## config.mk

```make
export PLATFORM = sky130hd
export DESIGN_NAME = multi_pulse_sync
export DESIGN_NICKNAME = d
export VERILOG_FILES = /design/src/rtl/multi_pulse_sync.sv
export SDC_FILE = /design/constraint.sdc
export NUM_CORES = 1
export LEC_CHECK = 0
export ABC_AREA = 1
export CORE_MARGIN = 4
export CORE_UTILIZATION = 30
export DETAILED_ROUTE_END_ITERATION = 8
export GPL_TIMING_DRIVEN = 0
export PLACE_DENSITY = 0.68
export SLEW_MARGIN = 20
export SYNTH_ARGS = -nofsm -noshare
export SYNTH_HDL_FRONTEND = slang
export SYNTH_SLANG_ARGS = --single-unit
```

## constraint.sdc

```tcl
create_clock -name clk -period 0.8 [get_ports clk]
set_input_delay 0.08 -clock clk [delete_from_list [all_inputs] [get_ports clk]]
set_output_delay 0.08 -clock clk [all_outputs]
set_load 0.005 [all_outputs]
```

## src/rtl/multi_pulse_sync.sv

```systemverilog
// Multi-channel asynchronous input synchronizer with glitch filter and edge-pulse output.
// Optional per-channel saturating event counters are enabled by MULTI_PULSE_SYNC_COUNT_EN.
module multi_pulse_sync #(
    parameter int NUM_CH      = 4,
    parameter int SYNC_STAGES = 2,
    parameter int FILTER_LEN  = 1,
    parameter int EDGE_MODE   = 0,
    parameter int COUNT_W     = 8
) (
    input  logic                       clk,
    input  logic                       rst_n,
    input  logic [NUM_CH-1:0]          async_i,
    output logic [NUM_CH-1:0]          level_o,
    output logic [NUM_CH-1:0]          pulse_o,
    input  logic [NUM_CH-1:0]          count_clr_i,
    output logic [NUM_CH*COUNT_W-1:0]  count_o
);

    localparam int FCNT_W = $clog2(FILTER_LEN) + 1;
    localparam logic [FCNT_W-1:0] FCNT_LAST = FCNT_W'(FILTER_LEN - 1);
    localparam bit RISE_EN = (EDGE_MODE == 0) || (EDGE_MODE == 2);
    localparam bit FALL_EN = (EDGE_MODE == 1) || (EDGE_MODE == 2);

    for (genvar c = 0; c < NUM_CH; c++) begin : g_ch
        logic [SYNC_STAGES-1:0] chain;
        logic [FCNT_W-1:0]      fcnt;
        logic                   level_q;
        logic                   pulse_q;
        logic                   synced;
        logic                   accept;

        assign synced = chain[SYNC_STAGES-1];
        assign accept = (synced != level_q) && (fcnt == FCNT_LAST);

        // chain[0] is the only flop that ever samples the asynchronous input
        always_ff @(posedge clk or negedge rst_n) begin
            if (!rst_n) begin
                chain <= '0;
            end else begin
                chain <= {chain[SYNC_STAGES-2:0], async_i[c]};
            end
        end

        // A new level must persist FILTER_LEN cycles; any reversion restarts the count
        always_ff @(posedge clk or negedge rst_n) begin
            if (!rst_n) begin
                fcnt    <= '0;
                level_q <= 1'b0;
                pulse_q <= 1'b0;
            end else begin
                pulse_q <= 1'b0;
                if (synced == level_q) begin
                    fcnt <= '0;
                end else if (accept) begin
                    fcnt    <= '0;
                    level_q <= synced;
                    pulse_q <= synced ? RISE_EN : FALL_EN;
                end else begin
                    fcnt <= fcnt + 1'b1;
                end
            end
        end

        assign level_o[c] = level_q;
        assign pulse_o[c] = pulse_q;

`ifdef MULTI_PULSE_SYNC_COUNT_EN
        logic [COUNT_W-1:0] cnt;

        // Clear wins over increment but a coincident pulse is still counted
        always_ff @(posedge clk or negedge rst_n) begin
            if (!rst_n) begin
                cnt <= '0;
            end else if (count_clr_i[c]) begin
                cnt <= COUNT_W'(pulse_q);
            end else if (pulse_q && !(&cnt)) begin
                cnt <= cnt + 1'b1;
            end
        end

        assign count_o[c*COUNT_W +: COUNT_W] = cnt;
`else
        assign count_o[c*COUNT_W +: COUNT_W] = '0;
`endif
    end

`ifndef MULTI_PULSE_SYNC_COUNT_EN
    logic unused_count_clr;
    assign unused_count_clr = ^count_clr_i;
`endif

endmodule

```

==> reports/metrics.cfg <==
[route]
vias=510
final_antenna_net_count=0
drt-total-wl_um=1210
firstDrtPassIters=1
post_drt_wl_per_cell_um=7.64
drt-initial-drc-count=0
drt_drc_violations_left=0
viasPerCell=3.21

[clock_tree]
clock_latency_ps=290
path_clk_slew_ps=100
numCtsBuffers=3
clockBufferDepth=2
holdBufCountCts=0
cts_tree=done
clock_sinks=20
cts-root-buf=clkbuf_4
h-tree-depth=1

[timing]
whs_ps=0.998
skew_ps=1.01
drv_slew=0
setup_viol=8
relSlewSlack=0.419
max_freq_ghz=1.10
fin_crit_ps=911
finalWorstSetupSlack_ps=-111
rsz0062_at_grt=true
post-route-period-util=1.14
worst_pin_slew_ps=872
hold_violations=0

[global_routing]
grt_pass1_wl_um=2190
grt_pass1_vias=493
grt_overflow=0
track_usage=0.0715
grt_max_degree=21
antenna_found_initial=0

[finish]
syn2layout_area_growth_pct=33.1
diodes=0
final-instance-count-excl-fill=159
drive_above_1_share=0.438
fin_nets=140
final_area_um2=1200

[placement]
dp.cells=160
gp_congestion=0.659
io_buffers=13
postPlaceCellArea_um2=1200
post-place-ws_ps=-385
hpwl_um=962

[synth]
synth.avg_cell_area_um2=11.1
syn_area_um2=900
synthDistinctLibCells=7
synth_cells=81
ys_seq_area_frac=0.556
ys_ff_latch=20
yosysWarnings=0

[die]
rows=19
start_util=0.321
pin_count=50
die_width_um=62.8
coreArea_um2=2810
die_h_um=62.8
die_area_um2=3940

[job]
cap_violations=0

[worst_setup_path]
setup.worst_path.class=reg2out
ff2ff_path_depth=3
critical_path.max_fanout=2
timing.rr.end=g_ch[0].level_q$_DFFE_PN0P_
r2r-start=g_ch[0].level_q$_DFFE_PN0P_
critPathLaunchType=flop
slowest_delay_ps=400
end_kind=primary output
crit_slowest_cell=dfrtp_1
worstPathRequired_ps=720
path_cells=buf_2
crit_buf_inv=1
cp_top_family=flip-flops
ff2ff_setup_slack_ps=50
arrival_ps=830

[pwr]
pwr_density_cell_nw_per_um2=1570
ir_drop_v=0.000793
power_leakage_uw=0.000701

[outcome]
outcome=finished with violations
violations=setup timing

[worst_hold_path]
hp-class=in2async

==> sequential cells by signal, summed over array words and instances (netlist names) <==
| name | flops |
|---|---|
| g_ch.chain | 8 |
| g_ch.fcnt | 4 |
| g_ch.level_q | 4 |
| g_ch.pulse_q | 4 |
==> layer usage <==
layer	wire length, um	part of all wire	track usage	up-vias
li1	-	-	-	259
met1	467	0.38	0.0778	209
met2	511	0.42	0.111	39
met3	204	0.17	0.0378	3
met4	30	0.025	0.0413	0
met5	0	0	0	-
==> timing repair <==
action | in CTS | in global routing
setup buffers | 4 | 0
gates resized for setup | 40 | 1
endpoints found under the setup margin | 28 | 10
pin swaps | 0 | 0
==> layout make-up <==
cell class                      count  area [um^2]
Multi-Input combinational cell     52          218
Timing Repair Buffer               17          163
Clock buffer                        3         22.5
Sequential cell                    20          500
Fill cell                         264         1610
Inverter                            4         15.0
Buffer                             32          240
Tap cell                           31         38.8
==> how the worst max path moves through the flow <==
| stage | cells past startpoint | from | to | slack [ps] |
|---|---|---|---|---|
| 3_5_place_dp | 1 | rst_n | g_ch[2].pulse_q$_DFF_PN0_ | -390 |
| 5_1_grt | 1 | g_ch[0].level_q$_DFFE_PN0P_ | level_o[0] | -160 |
| 3_3_place_gp | 1 | rst_n | g_ch[2].pulse_q$_DFF_PN0_ | -300 |
| 6_report | 1 | g_ch[0].level_q$_DFFE_PN0P_ | level_o[0] | -110 |
| 2_1_floorplan | 2 | g_ch[0].level_q$_DFFE_PN0P_ | g_ch[0].level_q$_DFFE_PN0P_ | 200 |
| 4_1_cts | 1 | g_ch[0].level_q$_DFFE_PN0P_ | level_o[0] | -120 |
==> layout by cell type, fill, tap and decap left out <==
| cell | synthesis | routed |
|---|---|---|
| dfrtp_1 | 20 | 20 |
| dlygate4sd2_1 | 0 | 1 |
| conb_1 | 1 | 36 |
| buf_4 | 40 | 36 |
| clkbuf_4 | 0 | 3 |
| clkdlybuf4s50_1 | 0 | 4 |
| nor2_2 | 4 | 4 |
| buf_2 | 0 | 1 |
| inv_1 | 4 | 4 |
| nand2_1 | 8 | 7 |
| buf_6 | 0 | 7 |
| nand2_2 | 4 | 5 |
==> logic make-up after synthesis <==
logic type	Yosys count	share of synthesized area
buffers and inverters	44	0.350
flip-flops	20	0.556
other	1	0.00417
AND/OR/NAND/NOR	16	0.0890
==> metrics by stage <==
step	power, uW	TNS (ps)	utilization
CTS	1900	-829	0.426
global placement	1440	-7720	0.428
detailed placement	1450	-9400	0.428
finish	1880	-695	0.427
global route	2010	-1100	0.427
floorplan	1340	0	-
==> synthesized netlist by cell type <==
master | count | share of area
buf_4 | 40 | 0.33
conb_1 | 1 | 0.0042
dfrtp_1 | 20 | 0.56
inv_1 | 4 | 0.017
nand2_1 | 8 | 0.033
nand2_2 | 4 | 0.028
nor2_2 | 4 | 0.028
==> power by group <==
part           internal (uW)  switching [uW]
Combinational            200             128
Clock                    175             282
Sequential              1070            29.9
Power figures use the tool's default switching activity.
